## config.mk

```make
export PLATFORM = sky130hd
export DESIGN_NAME = mmcm_drp_ctrl
export DESIGN_NICKNAME = d
export VERILOG_FILES = /design/src/rtl/mmcm_drp_pkg.sv /design/src/rtl/mmcm_drp_ctrl_sync2.sv /design/src/rtl/mmcm_drp_ctrl.sv
export SDC_FILE = /design/constraint.sdc
export NUM_CORES = 1
export LEC_CHECK = 0
export ABC_AREA = 1
export CAP_MARGIN = 20
export CORE_MARGIN = 3
export CORE_UTILIZATION = 54
export DETAILED_ROUTE_END_ITERATION = 6
export DONT_BUFFER_PORTS = 1
export HOLD_SLACK_MARGIN = 0.02
export MAX_ROUTING_LAYER = met4
export PLACE_DENSITY_LB_ADDON = 0.2
export SLEW_MARGIN = 5
export SYNTH_ARGS = -nofsm -noshare
export SYNTH_HDL_FRONTEND = slang
export SYNTH_SLANG_ARGS = --single-unit
```

## constraint.sdc

```tcl
create_clock -name clk100_i -period 2.4 [get_ports clk100_i]
set_input_delay 0.36 -clock clk100_i [delete_from_list [all_inputs] [get_ports clk100_i]]
set_output_delay 0.36 -clock clk100_i [all_outputs]
set_load 0.03 [all_outputs]
```

## src/rtl/mmcm_drp_pkg.sv

```systemverilog
// Shared definitions for the MMCM DRP reconfiguration sequencer.
// Holds DRP register map, FSM states and the divide encoder.
package mmcm_drp_pkg;

   localparam int unsigned CNT_W = 16;

   localparam logic [6:0]  ADDR_REG1 = 7'h08;
   localparam logic [6:0]  ADDR_REG2 = 7'h09;
   localparam logic [15:0] KEEP_REG1 = 16'h1000;
   localparam logic [15:0] KEEP_REG2 = 16'hFF00;

   typedef enum logic [2:0] {
      S_IDLE,
      S_RST,
      S_RD,
      S_WAIT_RD,
      S_WR,
      S_WAIT_WR,
      S_REL,
      S_WAIT_LOCK
   } state_t;

   // Returns {ClkReg1 new bits, ClkReg2 new bits}; kept fields are zero.
   function automatic logic [31:0] div_enc(input logic [6:0] div);
      logic [5:0] hi;
      logic [5:0] lo;
      logic [6:0] diff;
      logic       edg;
      logic       nocnt;
      diff = div - {1'b0, div[6:1]};
      if (div == 7'd1) begin
         hi    = 6'd1;
         lo    = 6'd1;
         edg   = 1'b0;
         nocnt = 1'b1;
      end else begin
         hi    = div[6:1];
         lo    = diff[5:0];
         edg   = div[0];
         nocnt = 1'b0;
      end
      return {4'b0000, hi, lo, 8'h00, edg, nocnt, 6'd0};
   endfunction

endpackage

```

## src/rtl/mmcm_drp_ctrl_sync2.sv

```systemverilog
// Generic two-flop synchroniser for a single asynchronous level.
// Resets to 0 so a stale input never appears asserted after reset.
module sync2 (
   input  logic clk_i,
   input  logic rst_n_i,
   input  logic d_i,
   output logic q_o
);

   logic [1:0] r_sync;

   always_ff @(posedge clk_i or negedge rst_n_i) begin
      if (!rst_n_i) begin
         r_sync <= 2'b00;
      end else begin
         r_sync <= {r_sync[0], d_i};
      end
   end

   assign q_o = r_sync[1];

endmodule

```

## src/rtl/mmcm_drp_ctrl.sv

```systemverilog
// Retunes MMCM CLKOUT0 via DRP: reset, read-modify-write two words,
// release reset and wait for lock. Runs on the board clock only.
module mmcm_drp_ctrl
   import mmcm_drp_pkg::*;
#(
   parameter int unsigned LOCK_TIMEOUT = 65535,
   parameter int unsigned DRP_TIMEOUT  = 255
) (
   input  logic        clk100_i,
   input  logic        rst_n_i,
   input  logic        req_i,
   input  logic [6:0]  div_i,
   output logic        busy_o,
   output logic        done_o,
   output logic        err_o,
   output logic        mmcm_rst_o,
   input  logic        locked_i,
   output logic        drp_den_o,
   output logic        drp_dwe_o,
   output logic [6:0]  drp_daddr_o,
   output logic [15:0] drp_di_o,
   input  logic [15:0] drp_do_i,
   input  logic        drp_drdy_i
);

   // Counter is loaded so the bound expires T cycles after the den/REL cycle.
   localparam logic [CNT_W-1:0] DRP_LOAD  = CNT_W'(DRP_TIMEOUT - 2);
   localparam logic [CNT_W-1:0] LOCK_LOAD = CNT_W'(LOCK_TIMEOUT - 2);

   state_t            r_state;
   state_t            w_state_nxt;
   logic              r_idx;
   logic              w_idx_nxt;
   logic [6:0]        r_div;
   logic [6:0]        w_div_nxt;
   logic [CNT_W-1:0]  r_cnt;
   logic [CNT_W-1:0]  w_cnt_nxt;
   logic              r_busy;
   logic              r_done;
   logic              w_done_nxt;
   logic              r_err;
   logic              w_err_nxt;
   logic              r_mmcm_rst;
   logic              r_den;
   logic              r_dwe;
   logic [6:0]        r_daddr;
   logic [6:0]        w_daddr_nxt;
   logic [15:0]       r_di;
   logic [15:0]       w_di_nxt;
   logic              w_locked;
   logic [31:0]       w_enc;
   logic [15:0]       w_new;
   logic [15:0]       w_keep;

   sync2 u_lock_sync (
      .clk_i   (clk100_i),
      .rst_n_i (rst_n_i),
      .d_i     (locked_i),
      .q_o     (w_locked)
   );

   assign w_enc  = div_enc(r_div);
   assign w_new  = r_idx ? w_enc[15:0] : w_enc[31:16];
   assign w_keep = r_idx ? KEEP_REG2 : KEEP_REG1;

   always_comb begin
      w_state_nxt = r_state;
      w_idx_nxt   = r_idx;
      w_div_nxt   = r_div;
      w_cnt_nxt   = r_cnt;
      w_done_nxt  = 1'b0;
      w_err_nxt   = r_err;
      w_daddr_nxt = r_daddr;
      w_di_nxt    = r_di;
      unique case (r_state)
         S_IDLE: begin
            if (req_i) begin
               if (div_i == 7'd0 || div_i == 7'd127) begin
                  w_err_nxt  = 1'b1;
                  w_done_nxt = 1'b1;
               end else begin
                  w_div_nxt   = div_i;
                  w_err_nxt   = 1'b0;
                  w_state_nxt = S_RST;
               end
            end
         end
         S_RST: begin
            w_idx_nxt   = 1'b0;
            w_daddr_nxt = ADDR_REG1;
            w_state_nxt = S_RD;
         end
         S_RD: begin
            w_cnt_nxt   = DRP_LOAD;
            w_state_nxt = S_WAIT_RD;
         end
         S_WAIT_RD: begin
            if (drp_drdy_i) begin
               w_di_nxt    = (drp_do_i & w_keep) | w_new;
               w_state_nxt = S_WR;
            end else if (r_cnt == '0) begin
               w_err_nxt   = 1'b1;
               w_state_nxt = S_REL;
            end else begin
               w_cnt_nxt = r_cnt - 1'b1;
            end
         end
         S_WR: begin
            w_cnt_nxt   = DRP_LOAD;
            w_state_nxt = S_WAIT_WR;
         end
         S_WAIT_WR: begin
            if (drp_drdy_i) begin
               if (!r_idx) begin
                  w_idx_nxt   = 1'b1;
                  w_daddr_nxt = ADDR_REG2;
                  w_state_nxt = S_RD;
               end else begin
                  w_state_nxt = S_REL;
               end
            end else if (r_cnt == '0) begin
               w_err_nxt   = 1'b1;
               w_state_nxt = S_REL;
            end else begin
               w_cnt_nxt = r_cnt - 1'b1;
            end
         end
         S_REL: begin
            w_cnt_nxt   = LOCK_LOAD;
            w_state_nxt = S_WAIT_LOCK;
         end
         S_WAIT_LOCK: begin
            if (w_locked) begin
               w_done_nxt  = 1'b1;
               w_state_nxt = S_IDLE;
            end else if (r_cnt == '0) begin
               w_err_nxt   = 1'b1;
               w_done_nxt  = 1'b1;
               w_state_nxt = S_IDLE;
            end else begin
               w_cnt_nxt = r_cnt - 1'b1;
            end
         end
         default: w_state_nxt = S_IDLE;
      endcase
   end

   // Strobes are registered from the next state so they align with it.
   always_ff @(posedge clk100_i or negedge rst_n_i) begin
      if (!rst_n_i) begin
         r_state    <= S_IDLE;
         r_idx      <= 1'b0;
         r_div      <= 7'd0;
         r_cnt      <= '0;
         r_busy     <= 1'b0;
         r_done     <= 1'b0;
         r_err      <= 1'b0;
         r_mmcm_rst <= 1'b0;
         r_den      <= 1'b0;
         r_dwe      <= 1'b0;
         r_daddr    <= 7'd0;
         r_di       <= 16'd0;
      end else begin
         r_state    <= w_state_nxt;
         r_idx      <= w_idx_nxt;
         r_div      <= w_div_nxt;
         r_cnt      <= w_cnt_nxt;
         r_busy     <= (w_state_nxt != S_IDLE);
         r_done     <= w_done_nxt;
         r_err      <= w_err_nxt;
         r_mmcm_rst <= (w_state_nxt inside
                        {S_RST, S_RD, S_WAIT_RD, S_WR, S_WAIT_WR});
         r_den      <= (w_state_nxt == S_RD) || (w_state_nxt == S_WR);
         r_dwe      <= (w_state_nxt == S_WR);
         r_daddr    <= w_daddr_nxt;
         r_di       <= w_di_nxt;
      end
   end

   assign busy_o      = r_busy;
   assign done_o      = r_done;
   assign err_o       = r_err;
   assign mmcm_rst_o  = r_mmcm_rst;
   assign drp_den_o   = r_den;
   assign drp_dwe_o   = r_dwe;
   assign drp_daddr_o = r_daddr;
   assign drp_di_o    = r_di;

endmodule

```

==> results.md, run 1 <==
* DR WL/cell at 13.6 µm
* Areal power density over the cells at 1450 mW/mm²
* Cell leakage power at between 1.5 and 2 nW
* Largest area contributor in the synthesized netlist: sky130_fd_sc_hd__dfrtp_1
* Cell repeated most along the worst path: sky130_fd_sc_hd__nor2_1
* Count of state elements after synthesis at 53
* Crit end category: flip-flop
* Final hold violation count at 0
* DP HPWL at about 4.8 mm
* Area growth syn-to-layout at 5.61%
* Crit path DAT at 2080 ps
* Distinct cell type count after synthesis at 33
* Maximum capacitance violations at 0
* WHS Path Cells at 0
* Beginning of the worst hold path: locked_i
* Post-placement cell count at 479
* Worst setup timing slack at the placement stage at 580 ps
* Top-level port count at between 50 and 60
* Measured slew at the worst slew-check pin at 531 ps
* Adder and majority cell fraction of the synthesized area at 0.0468
* # DRC at 0
* DIE AREA at 0.00668 mm²
* CTS clk-pin slew, worst paths at between 100 and 150 ps
* Deepest level of the CTS H-tree at 2
* Area share of the largest cell type after synthesis at 0.428
* Overflow after GRT at 0
* Post-synth ARST share at 1.00
* Count of routing violations after the opening detailed-route iteration at roughly 210
* Port-buffer cells at 0
* Compound-cell area share of the yosys netlist at 0.0889
* Mean cell area of the mapped netlist at 7.43 µm²
* Critical Path Source Type: flip-flop
* Core utilization of the finished layout at 0.613
* Via count of the first global-routing pass at around 2300
* CTS tree: done
* Total Power at 4.73 mW
* Buffers inserted during post-CTS setup optimization at 0
* Dominant cells by area after synthesis: sky130_fd_sc_hd__dfrtp_1 43%, sky130_fd_sc_hd__nand2_1 16%, sky130_fd_sc_hd__nand3_1 6.0%
* Sum Neg Setup Slack at 0 ps
* Remaining max-slew budget at the tightest pin at 0.645
* Share of synthesized cell area in and, or, nand and nor gates at 0.328
* Logic depth of the worst register-to-register path at 9
* Final Wtd Congestion at a little over 0.9
* Sequential-to-total area share from yosys stat at 0.428
* Final slew viol count at 0
* Starting density of the core at 0.581
* Maximum buffer depth of the clock tree at 2
* Startpoint of the worst-slack reg-to-reg timing path: r_cnt[0]$_DFFE_PN0P_
* CP cell instances: inv_1 > ha_1 > nand2_1 > nor2_1 > nand3_1 > nand2_1 > nor2_1 > nor2_1 > o21ai_2
* Diodes inserted at 0
* First-pass GRT wire length at 11.1 mm
* Share of synthesized area spent on multiplexers at 0
* Slowest CP cell: sky130_fd_sc_hd__nor2_1
* Layout Skew at 8.77 ps
* Final setup fails at 0
* NumNets Final at 457
* Least setup slack across all paths after layout at between 500 and 600 ps
* 1st-pass router iterations at 4
* Leading cell type in the layout, fill and taps excluded: sky130_fd_sc_hd__nand2_1
* Outcome: finished clean
* Largest net degree at the start of global routing at 54
* Setup repair after global routing missed its margin: no
* Minimum period implied by the final worst setup slack at approximately 1900 ps
* Yosys Warn Count at 0
* Setup Crit Path Kind: flip-flop to flip-flop
* Commonest register cell after synthesis: sky130_fd_sc_hd__dfrtp_1
* Most frequent cells in the layout: 134 x sky130_fd_sc_hd__nand2_1, 53 x sky130_fd_sc_hd__dfrtp_1, 49 x sky130_fd_sc_hd__nor2_1, 39 x sky130_fd_sc_hd__inv_1, 37 x sky130_fd_sc_hd__nand3_1
* Clk root buf: sky130_fd_sc_hd__clkbuf_8
* Die width at 81.7 µm
* Maximum vdd drop at 670 µV
* Class of the tightest hold or removal check: input port to flip-flop
* Peak per-stage delay on the critical path at 450 ps
* CP max FO at 7
* Layout cell share with drive strength beyond 1 at 0.0716
* Clock buffers created by TritonCTS at 5
* Skew-Pair Late Insertion Delay at 310 ps
* Antenna violations before repair at 0
* Combinational family with the most area after synthesis: simple AND/OR/NAND/NOR gates
* Number of synthesized flops with an enable pin at 0
* Final worst-path cycle share at 0.782
* Vertical die dimension at 81.7 µm
* Vias per std cell at 5.28
* Capturing point of the worst reg2reg path: r_cnt[10]$_DFFE_PN0P_
* Maximum achievable frequency at 0.533 GHz
* Rows at 26
* Required @ worst endpoint at around 2600 ps
* Synthesized area at 0.00310 mm²
* Xor-xnor portion of the synthesized cell area at 0.0198
* Number of clock sinks seen by CTS at 53
* Total Routing Usage GR at 0.221
* Area inside the core boundary at 0.00534 mm²
* Setup slack of the most critical reg-to-reg path at 520 ps
* DRT Wirelength at 6.65 mm
* Total via count in the routed design at 2583
* Post-synthesis cell count at 417
* Final antenna-violating net count at 0
* Worst hold endpoint: u_lock_sync.r_sync[0]$_DFF_PN0_
* Count of non-filler cells in the finished layout at around 500
-- critical path, delay by kind of cell (launching register included) --
kind / cells / cell delay [ps]
AO/OA/AOI/OAI: 1 / 70
adder cells (fa/ha/maj): 1 / 190
buffers and inverters: 1 / 110
flip-flops: 1 / 430
AND/OR/NAND/NOR: 6 / 950
-- cell families after synthesis --
logic type / Yosys count
other cells: 1
flops: 53
compound gates: 47
buf+inv: 58
simple gates: 240
fa+ha+maj: 11
xor+xnor: 7
-- worst max-delay path by stage --
stage                         startpoint               endpoint
global route        r_cnt[0]$_DFFE_PN0P_  r_cnt[12]$_DFFE_PN0P_
finish              r_cnt[0]$_DFFE_PN0P_  r_cnt[10]$_DFFE_PN0P_
global placement    r_cnt[0]$_DFFE_PN0P_       busy_o$_DFF_PN0_
floorplan           r_cnt[0]$_DFFE_PN0P_       busy_o$_DFF_PN0_
detailed placement  r_cnt[0]$_DFFE_PN0P_       busy_o$_DFF_PN0_
CTS                 r_cnt[0]$_DFFE_PN0P_       busy_o$_DFF_PN0_
-- per-layer routing --
| layer | wire length (µm) | GRT usage |
|---|---|---|
| met1 | 3510 | 0.334 |
| met2 | 2660 | 0.300 |
| met3 | 404 | 0.0439 |
| met4 | 66 | 0.0598 |
| met5 | 0 | - |
-- where the power goes --
part / internal [mW] / switching [mW]
clock network: 0.218 / 0.323
logic: 0.832 / 1.44
registers: 1.25 / 0.661
total: 2.30 / 2.43
-- stage by stage --
| step | hold WS [ps] | cell area (µm²) |
|---|---|---|
| 2_1_floorplan | 64.4 | 3110 |
| 3_3_place_gp | 65.5 | 3130 |
| 3_5_place_dp | 65.6 | 3130 |
| 4_1_cts | 57.2 | 3270 |
| 5_1_grt | 51.7 | 3270 |
| 6_report | 69.3 | 3270 |
-- Yosys cell counts, types with 3 or more instances --
master	n
sky130_fd_sc_hd__nand4_1	7
sky130_fd_sc_hd__nand2_1	134
sky130_fd_sc_hd__ha_1	10
sky130_fd_sc_hd__buf_6	3
sky130_fd_sc_hd__inv_1	39
sky130_fd_sc_hd__buf_4	7
sky130_fd_sc_hd__a21oi_1	13
sky130_fd_sc_hd__o211ai_1	4
sky130_fd_sc_hd__dfrtp_1	53
sky130_fd_sc_hd__nand3_2	3
sky130_fd_sc_hd__xnor2_1	5
sky130_fd_sc_hd__o21ai_0	20
sky130_fd_sc_hd__o21ai_2	5
sky130_fd_sc_hd__nor2_1	49
sky130_fd_sc_hd__clkbuf_1	4
sky130_fd_sc_hd__nand3_1	37
-- state kept, by name (all words and copies together) (netlist names), 2 cells and up --
| signal | count |
|---|---|
| r_div | 7 |
| r_state | 3 |
| u_lock_sync.r_sync | 2 |
| drp_di_o | 16 |
| r_cnt | 16 |
| drp_daddr_o | 2 |
-- timing repair --
item	CTS	global route
hold endpoints to repair	53	0
resized for setup	0	0
hold buffers	2	0
-- final cells by class --
| type | instances | area (µm²) |
|---|---|---|
| clock buffer | 5 | 68.8 |
| multi-input combinational | 310 | 1520 |
| timing repair buffer | 6 | 80.1 |
| inverter | 42 | 158 |
| fill | 491 | 2060 |
| tap | 70 | 87.6 |
| sequential | 53 | 1330 |
| clock inverter | 3 | 33.8 |
(Power assumes the default switching activity.)
==> run 2, diff against run 1 <==
==> constraint.sdc (replaced) <==
create_clock -name clk100_i -period 1.9 [get_ports clk100_i]
set_input_delay 0.285 -clock clk100_i [delete_from_list [all_inputs] [get_ports clk100_i]]
set_output_delay 0.285 -clock clk100_i [all_outputs]
set_load 0.03 [all_outputs]
==> results.md, run 2 (synthesis gave the netlist of run 1 again) <==
* Deepest level of the CTS H-tree at 2 (unchanged)
* Diodes inserted at 0 (unchanged)
* Leading cell type in the layout, fill and taps excluded: sky130_fd_sc_hd__nand2_1
* Layout cell share with drive strength beyond 1 at 0.0915 (+0.0200)
* Maximum capacitance violations at 0 (unchanged)
* Area inside the core boundary at 0.00534 mm² (unchanged)
* Sum Neg Setup Slack at 0 ps (unchanged)
* Area of combinational cells with multiple inputs at 0.00153 mm² (+0.58%)
* 1st-pass router iterations at 5 (+1)
* Final Wtd Congestion at 0.887 (-3.7%)
* Crit end category: flip-flop
* Clock buffers created by TritonCTS at 5 (unchanged)
* CP max FO at 3 (-4)
* Port-buffer cells at 0 (unchanged)
* Count of routing violations after the opening detailed-route iteration at 151 (-27%)
* Final setup fails at 0 (unchanged)
* DR WL/cell at 13.4 µm (-1.2%)
* Area growth syn-to-layout at 8.24%
* Largest net degree at the start of global routing at 54 (unchanged)
* Vertical die dimension at 81.7 µm (unchanged)
* Layout Skew at 7.41 ps (-1.36 ps)
* DP HPWL at 4.89 mm (+1.9%)
* Via count of the first global-routing pass at 2433 (+5.1%)
* Starting density of the core at 0.581 (unchanged)
* Maximum vdd drop at 1060 µV (+58%)
* Critical Path Source Type: flip-flop
* Total via count in the routed design at 2637 (+2.1%)
* Number of clock sinks seen by CTS at 53 (unchanged)
* NumNets Final at 464 (+1.5%)
* FF/Latch Area at 0.00133 mm² (unchanged)
* Rows at 26 (unchanged)
* Vias per std cell at 5.32 (+0.65%)
* CTS tree: done
* DRT Wirelength at 6.66 mm (+0.21%)
* Maximum buffer depth of the clock tree at 2 (unchanged)
* Top-level port count at 57 (unchanged)
* Skew-Pair Late Insertion Delay at 310 ps (about the same)
* Maximum achievable frequency at 0.553 GHz (+3.8%)
* Minimum period implied by the final worst setup slack at 1810 ps (-69.0 ps)
* Final slew viol count at 0 (unchanged)
* Most frequent cells in the layout: 133 x sky130_fd_sc_hd__nand2_1, 53 x sky130_fd_sc_hd__dfrtp_1, 48 x sky130_fd_sc_hd__nor2_1, 39 x sky130_fd_sc_hd__inv_1, 37 x sky130_fd_sc_hd__nand3_1
* Class of the tightest hold or removal check: input port to flip-flop
* Final antenna-violating net count at 0 (unchanged)
* Crit path DAT at 2010 ps (-70 ps)
* Overflow after GRT at 0 (unchanged)
* DIE AREA at 0.00668 mm² (unchanged)
* CTS clk-pin slew, worst paths at 90 ps (-20 ps)
* Final worst-path cycle share at 0.951 (+0.169)
* Total Routing Usage GR at 0.227 (+0.00572)
* Cell leakage power at 1.72 nW (+2.5%)
* Final hold violation count at 0 (unchanged)
* Areal power density over the cells at 1840 mW/mm² (+27%)
* Outcome: finished clean
* Setup Crit Path Kind: flip-flop to flip-flop
* Core utilization of the finished layout at 0.629 (+0.0152)
* Required @ worst endpoint at 2100 ps (-510 ps)
* # fillers at 483 (-1.6%)
* Setup repair after global routing missed its margin: no
* Antenna violations before repair at 0 (unchanged)
* First-pass GRT wire length at 11.4 mm (+2.9%)
* Clk root buf: sky130_fd_sc_hd__clkbuf_8
* Die width at 81.7 µm (unchanged)
* # DRC at 0 (unchanged)
## run 2: cell types whose count changed in the layout (fill, tap and decap cells not counted), sizes merged
cell / change
clkbuf: +1
bufinv: +1
clkinv: -3
clkinvlp: +1
buf: +6
dlygate4sd3: +1
## run 2: worst max-delay path, stage by stage (launching register included)
cell and delay, ps:
sky130_fd_sc_hd__dfrtp_1 410, sky130_fd_sc_hd__inv_1 90, sky130_fd_sc_hd__ha_1 140, sky130_fd_sc_hd__inv_1 70
sky130_fd_sc_hd__fa_1 390, sky130_fd_sc_hd__nand2_1 110, sky130_fd_sc_hd__nand2_1 70, sky130_fd_sc_hd__a21oi_2 130
sky130_fd_sc_hd__a21oi_1 70, sky130_fd_sc_hd__o21ai_0 120, sky130_fd_sc_hd__nand2_1 80
## run 2: where the power goes
group | internal, mW | switching (mW) | total, mW | leakage (nW)
Combinational | 1.11 | 1.84 | 2.95 | 1.00
Sequential | 1.58 | 0.832 | 2.42 | 0.660
Clock | 0.429 | 0.379 | 0.808 | 0.0574
Total | 3.12 | 3.05 | 6.18 | 1.72
## run 2: path summary, 6_finish.rpt
kind	slack [ps]	to	depth (start not counted)	startpoint
min in group asynchronous	500	r_cnt[2]$_DFFE_PN0P_	2	rst_n_i
max in group asynchronous	1170	r_state[2]$_DFF_PN0_	2	rst_n_i
min reg2reg	350	u_lock_sync.r_sync[1]$_DFF_PN0_	0	u_lock_sync.r_sync[0]$_DFF_PN0_
min	80	drp_di_o[12]$_DFFE_PN0P_	2	drp_do_i[12]
max	90	drp_di_o[4]$_DFFE_PN0P_	10	r_div[0]$_DFFE_PN0P_
max reg2reg	90	drp_di_o[4]$_DFFE_PN0P_	10	r_div[0]$_DFFE_PN0P_
## run 2: routing by layer
metal / GRT usage / share of wire / routed length (µm) / vias to the layer above
met5: - / 0 / 0 / -
met4: 0.0449 / 0.0083 / 55 / 0
met3: 0.0592 / 0.069 / 460 / 6
met2: 0.316 / 0.42 / 2780 / 83
met1: 0.334 / 0.50 / 3360 / 1217
li1: - / - / - / 1331
## run 2: per-stage QoR
| step | hold WS (ps) | instances | worst slack, ps | power, mW | cell area [µm²] |
|---|---|---|---|---|---|
| finish | 83.9 | 496 | 93.2 | 6.18 | 3350 |
| global route | 67.5 | 496 | 5.34 | 6.76 | 3350 |
| CTS | 81.2 | 495 | 115 | 6.13 | 3340 |
| detailed placement | -9.37 | 484 | 120 | 5.29 | 3170 |
| global placement | -9.54 | 484 | 152 | 5.19 | 3170 |
| floorplan | -10.6 | 421 | 326 | 4.62 | 3110 |
## run 2: timing repair
| action | in CTS | in global routing |
|---|---|---|
| hold buffers | 3 | 0 |
| endpoints found under the hold margin | 54 | 0 |
| setup buffers | 0 | 1 |
| resized for setup | 0 | 3 |
| setup endpoints to repair | 0 | 18 |
## run 2: layout make-up
cell class / count / share of cell area
multi-input cells: 310 / 0.455
flip-flops and latches: 53 / 0.396
inverters: 42 / 0.0470
repair buffers: 13 / 0.0403
well taps: 70 / 0.0261
clock buffers: 6 / 0.0246
clock inverters: 2 / 0.0112
